### config.mk
export PLATFORM = sky130hd
export DESIGN_NAME = branch_resolver
export DESIGN_NICKNAME = d
export VERILOG_FILES = /design/src/rtl/branch_resolver.sv
export SDC_FILE = /design/constraint.sdc
export NUM_CORES = 1
export LEC_CHECK = 0
export CAP_MARGIN = 0
export CORE_ASPECT_RATIO = 0.75
export CORE_UTILIZATION = 52
export CTS_CLUSTER_DIAMETER = 150
export DETAILED_ROUTE_END_ITERATION = 10
export PLACE_DENSITY = 0.8
export SYNTH_ARGS = -nofsm -noshare
export SYNTH_HDL_FRONTEND = slang
export SYNTH_SLANG_ARGS = --single-unit
export TNS_END_PERCENT = 100
### constraint.sdc
create_clock -name clk -period 4.1 [get_ports clk]
set_clock_uncertainty 0.1 [all_clocks]
set_input_delay 0.41 -clock clk [delete_from_list [all_inputs] [get_ports clk]]
set_output_delay 0.41 -clock clk [all_outputs]
set_load 0.005 [all_outputs]
### src/rtl/branch_resolver.sv
// Branch resolver: in-order queue of fetch predictions checked against execute outcomes.
// Optional saturating statistics counters are enabled by defining BRES_STATS_EN.
module branch_resolver #(
  parameter int DEPTH     = 4,
  parameter int FLUSH_CYC = 2,
  parameter int STAT_W    = 16
) (
  input  logic                     clk,
  input  logic                     reset,
  input  logic                     push_valid,
  output logic                     push_ready,
  input  logic [31:0]              push_pc,
  input  logic                     push_predict,
  input  logic                     resolve_valid,
  input  logic                     resolve_taken,
  input  logic [31:0]              resolve_target,
  output logic                     upd_valid,
  output logic [31:0]              upd_pc,
  output logic                     upd_actual,
  output logic                     mispredict,
  output logic [31:0]              redirect_pc,
  output logic [$clog2(DEPTH):0]   count,
  output logic                     err_empty,
  output logic [STAT_W-1:0]        stat_resolved,
  output logic [STAT_W-1:0]        stat_mispred
);

  localparam int PW = $clog2(DEPTH);
  localparam int CW = PW + 1;
  localparam int FW = (FLUSH_CYC > 1) ? $clog2(FLUSH_CYC) : 1;
  localparam logic [CW-1:0] DEPTH_C = CW'(DEPTH);

  typedef enum logic {RUN, FLUSH} state_e;

  state_e          state_q, state_d;
  logic [FW-1:0]   flush_cnt_q, flush_cnt_d;
  logic [PW-1:0]   wr_ptr_q, wr_ptr_d, rd_ptr_q, rd_ptr_d;
  logic [CW-1:0]   count_q, count_d;
  logic            err_empty_q, err_empty_d;
  logic            upd_valid_q, upd_valid_d;
  logic [31:0]     upd_pc_q, upd_pc_d;
  logic            upd_actual_q, upd_actual_d;
  logic            mispredict_q, mispredict_d;
  logic [31:0]     redirect_pc_q, redirect_pc_d;

  logic [31:0]     mem_pc_q   [DEPTH];
  logic            mem_pred_q [DEPTH];

  logic            push_fire, pop_fire, mis, wr_en;
  logic [31:0]     head_pc;
  logic            head_pred;

  assign head_pc    = mem_pc_q[rd_ptr_q];
  assign head_pred  = mem_pred_q[rd_ptr_q];
  assign push_ready = (state_q == RUN) && (count_q < DEPTH_C);
  assign push_fire  = push_valid && push_ready;

  // NOTE: every variable gets a default first so no path leaves it unassigned (no latches).
  always_comb begin
    state_d       = state_q;
    flush_cnt_d   = flush_cnt_q;
    wr_ptr_d      = wr_ptr_q;
    rd_ptr_d      = rd_ptr_q;
    count_d       = count_q;
    err_empty_d   = err_empty_q;
    upd_valid_d   = 1'b0;
    upd_pc_d      = upd_pc_q;
    upd_actual_d  = upd_actual_q;
    mispredict_d  = 1'b0;
    redirect_pc_d = redirect_pc_q;
    pop_fire      = 1'b0;
    mis           = 1'b0;
    wr_en         = 1'b0;
    case (state_q)
      RUN: begin
        if (resolve_valid) begin
          if (count_q == '0) begin
            err_empty_d = 1'b1;
          end else begin
            pop_fire     = 1'b1;
            upd_valid_d  = 1'b1;
            upd_pc_d     = head_pc;
            upd_actual_d = resolve_taken;
            if (resolve_taken != head_pred) begin
              mis           = 1'b1;
              mispredict_d  = 1'b1;
              redirect_pc_d = resolve_taken ? resolve_target : head_pc + 32'd4;
            end
          end
        end
        if (mis) begin
          // Younger predictions are on the wrong path; a same-cycle push is dropped too.
          state_d     = FLUSH;
          flush_cnt_d = FW'(FLUSH_CYC - 1);
          count_d     = '0;
          rd_ptr_d    = wr_ptr_q;
        end else begin
          wr_en = push_fire;
          if (push_fire) wr_ptr_d = wr_ptr_q + PW'(1);
          if (pop_fire)  rd_ptr_d = rd_ptr_q + PW'(1);
          case ({push_fire, pop_fire})
            2'b10:   count_d = count_q + CW'(1);
            2'b01:   count_d = count_q - CW'(1);
            default: count_d = count_q;
          endcase
        end
      end
      FLUSH: begin
        if (flush_cnt_q == '0) state_d = RUN;
        else                   flush_cnt_d = flush_cnt_q - FW'(1);
      end
      default: state_d = RUN;
    endcase
  end

  // NOTE: sequential state uses non-blocking assignments so all flops update together.
  always_ff @(posedge clk or negedge reset) begin
    if (!reset) begin
      state_q       <= RUN;
      flush_cnt_q   <= '0;
      wr_ptr_q      <= '0;
      rd_ptr_q      <= '0;
      count_q       <= '0;
      err_empty_q   <= 1'b0;
      upd_valid_q   <= 1'b0;
      upd_pc_q      <= '0;
      upd_actual_q  <= 1'b0;
      mispredict_q  <= 1'b0;
      redirect_pc_q <= '0;
    end else begin
      state_q       <= state_d;
      flush_cnt_q   <= flush_cnt_d;
      wr_ptr_q      <= wr_ptr_d;
      rd_ptr_q      <= rd_ptr_d;
      count_q       <= count_d;
      err_empty_q   <= err_empty_d;
      upd_valid_q   <= upd_valid_d;
      upd_pc_q      <= upd_pc_d;
      upd_actual_q  <= upd_actual_d;
      mispredict_q  <= mispredict_d;
      redirect_pc_q <= redirect_pc_d;
    end
  end

  // NOTE: queue storage is not reset; count/pointers guarantee stale entries are never read.
  always_ff @(posedge clk) begin
    if (wr_en) begin
      mem_pc_q[wr_ptr_q]   <= push_pc;
      mem_pred_q[wr_ptr_q] <= push_predict;
    end
  end

  assign upd_valid   = upd_valid_q;
  assign upd_pc      = upd_pc_q;
  assign upd_actual  = upd_actual_q;
  assign mispredict  = mispredict_q;
  assign redirect_pc = redirect_pc_q;
  assign count       = count_q;
  assign err_empty   = err_empty_q;

`ifdef BRES_STATS_EN
  logic [STAT_W-1:0] stat_resolved_q, stat_resolved_d, stat_mispred_q, stat_mispred_d;

  always_comb begin
    stat_resolved_d = stat_resolved_q;
    stat_mispred_d  = stat_mispred_q;
    if (pop_fire && (stat_resolved_q != '1)) stat_resolved_d = stat_resolved_q + STAT_W'(1);
    if (mis && (stat_mispred_q != '1))       stat_mispred_d  = stat_mispred_q + STAT_W'(1);
  end

  always_ff @(posedge clk or negedge reset) begin
    if (!reset) begin
      stat_resolved_q <= '0;
      stat_mispred_q  <= '0;
    end else begin
      stat_resolved_q <= stat_resolved_d;
      stat_mispred_q  <= stat_mispred_d;
    end
  end

  assign stat_resolved = stat_resolved_q;
  assign stat_mispred  = stat_mispred_q;
`else
  assign stat_resolved = '0;
  assign stat_mispred  = '0;
`endif

endmodule
==> metrics.md <==
| Metric | Value |
|---|---|
| CP Capture Type | flip-flop |
| Post-Place Worst Slack | roughly 0.73 ns |
| Die ar. | roughly 18000 µm² |
| Synth area leaders | edfxtp_1 (44%), dfrtp_1 (21%), mux4_2 (7.8%) |
| First DRT Iteration DRCs | slightly above 500 |
| Number of cell rows | 41 |
| Drt wl/cell | 20.50 µm |
| Final setup margin | around 0.72 ns |
| Number of flops mapped to enable cells by yosys | around 130 |
| FF/Latch Area | roughly 6000 µm² |
| Post-CTS Setup Bufs | 0 |
| DRT Pass-1 Iters | 7 |
| # fillers | around 1200 |
| Synthesis-to-layout area growth | 24.27% |
| CP arrival | 3.41 ns |
| #FFs+latches synth | roughly 210 |
| Net Sw Frac | 33.82% |
| Multi-input gate area | 2755 µm² |
| Antenna-violating nets left | 0 |
| Least-Margin Pin Slew | approximately 0.99 ns |
| Clk slew on worst S/H paths | around 0.060 ns |
| Yosys top cell area share | between 40 and 50% |
| Post-synth top area cell | edfxtp_1 |
| Via count | between 5000 and 6000 |
| Synth Flop Type | edfxtp_1 |
| Worst-Skew Late Latency | between 0.4 and 0.5 ns |
| Post-Synthesis Cells | 647 |
| Hold slack | -0.01675 ns |
| Fmax | about 300 MHz |
| # Max-Cap Violations | 0 |
| NumNets Final | between 800 and 900 |
| N_diodes | 0 |
| Root buffer cell | clkbuf_16 |
| Post-DR vias/cell | around 5.7 |
| Setup TNS | 0 ns |
| Max H-tree Level | 1 |
| CTS resizes | 0 |
| Height of the die | around 120 µm |
| Minimum clock period | around 3.4 ns |
| Max transition margin | 33.91% |
| CP Max Fanout | 33 |
| Hold Buf Count CTS | 0 |
| P_int | 5.471 mW |
| Clock buffer depth | 3 |
| I/O Pins | around 170 |
| Placer Congestion | slightly below 0.9 |
| Final Hold Violating Endpoints | 37 |
| Total GRT Usage | 23.91% |
| NetSw | 2.796 mW |
| Register area share after synthesis | about 66% |
| Syn. warnings | 0 |
| CTS Sinks | between 200 and 250 |
| Violated checks | negative hold slack |
| Initial antenna violation count | 0 |
| Overflow after GRT | 0 |
| PortBufs | around 140 |
| Critical path type | reg -> reg |
| PD cells | roughly 740 nW/µm² |
| Synth cell count leaders | edfxtp_1 (132), nand2_1 (129), dfrtp_1 (77), buf_4 (34), nor2_1 (34) |
| Hold Crit Class | in -> async |
| Vias in the first global route | ~5800 |
| Count leader, synth | edfxtp_1 |
| Synth Area per Inst | around 14 µm² |
| CTS buffer count | 21 |
| Starting Density | 53.27% |
| Status | complete, but fails checks |
| Asr flop ratio synth | a little under two fifths |
| Leak | about 4.2 nW |
| Comb pwr share | a little under two fifths |
| Global-route wire length before repair | roughly 32000 µm |
| CP required | just over 4 ns |
| Unique masters post-synth | 54 |
| Detailed placement HPWL | 14300 µm |
| DR DRC count | 0 |
| Layout cells sized above 1 | between 10% and 20% |
| Part of the cycle the worst path needs | between 80 and 90% |
| Share of power burned in registers | 38.5% |
| Placeable Area | ~17000 µm² |
| CP startpoint kind | flip-flop |
| Pwr Total | ~8.3 mW |
| Largest net degree at the start of global routing | 78 |
| Worst IR drop on VDD | 430.9 µV |
| CTS tree | yes |
| Clk pwr share | around a quarter |
| Final WL | about 21000 µm |
| Die width | 153.6 µm |
| Max-slew violations | 0 |
| Post-Syn Area | around 9000 µm² |
| Final setup viols | 0 |
| RSZ-0062 raised after global routing | no |
## final timing paths
kind	slack (ns)	depth (start not counted)	start	to
worst max register to register	0.72	6	rd_ptr_q[0]	mem_pc_q[2][5]
worst min register to register	0.38	2	upd_pc[8]	upd_pc[8]
worst max-delay path	0.72	6	rd_ptr_q[0]	mem_pc_q[2][5]
max in group asynchronous	3.25	1	reset	rd_ptr_q[0]
worst min-delay path	-0.02	1	reset	count[2]
min in group clk	0.38	2	upd_pc[8]	upd_pc[8]
## layer usage
layer  global-route usage, %  vias up  part of all wire, %
met1                   34.69     2910                   43
met5                       0        -                    0
met2                   37.06      299                   46
met3                   5.273       32                  8.6
met4                   6.533        0                  2.0
li1                        -     2582                    -
## cell type report
type                            instances  share of cell area [%]
Clock buffer                           32                   5.627
Multi-Input combinational cell        398                   24.73
Clock inverter                          6                  0.7750
Timing Repair Buffer                  150                   13.25
Inverter                                9                  0.3033
Tap cell                              215                   2.415
Sequential cell                       209                   52.89
## per-stage QoR
stage                     util (%)  cell area [µm²]  hold WS, ns  std cells
after floorplan                  -             9080      0.01441        678
after global placement       61.96            10430       0.3554        981
after detailed placement     61.96            10430       0.3625        981
after CTS                    66.20            11140      0.01316       1019
after global routing         66.20            11140      0.05338       1019
final                        66.20            11140     -0.01675       1019
## cell usage in the layout (no fill, tap or decap), types with 8 or more instances in the layout
cell / synthesis / routed
a21oi_1: 20 / 20
buf_4: 34 / 10
clkbuf_16: 0 / 21
clkdlybuf4s50_1: 0 / 140
conb_1: 1 / 32
dfrtp_1: 77 / 76
edfxtp_1: 132 / 132
mux4_2: 31 / 31
nand2_1: 129 / 129
nand3_1: 10 / 10
nand4_1: 10 / 10
nor2_1: 34 / 34
o21ai_0: 10 / 10
o21ai_1: 12 / 12
o22ai_1: 18 / 18
xnor2_1: 8 / 8
xor2_1: 20 / 20
## power groups by stage
stage          sequential (mW)  combinational (mW)  clock, mW
4_1_cts                   3.19                3.12       1.99
5_1_grt                   3.24                3.37       2.08
3_3_place_gp              3.18                2.98          0
2_1_floorplan             3.12                1.83          0
3_5_place_dp              3.22                3.09          0
6_report                  3.18                3.13       1.96
## critical path, cell delays in order, from the launching register on
cell and delay [ns]:
dfrtp_2 0.77, mux4_2 0.64, xnor2_2 0.20, nor2b_1 0.21, nor2_1 0.42, and2_1 0.21, buf_4 0.43
## flip-flops by register name (all words and copies together), names as in the netlist, 2 cells and up
name,flops
count,3
redirect_pc,32
upd_pc,32
mem_pred_q,4
rd_ptr_q,2
mem_pc_q,128
wr_ptr_q,2
## logic make-up after synthesis
group	after synthesis	synth area share (%)
compound gates	78	5.318
xor+xnor	29	2.917
fa+ha+maj	6	0.9213
buf+inv	71	4.843
flops	209	65.72
mux	36	8.710
other cells	1	0.04184
simple gates	217	11.53
Power figures use the tool's default switching activity.
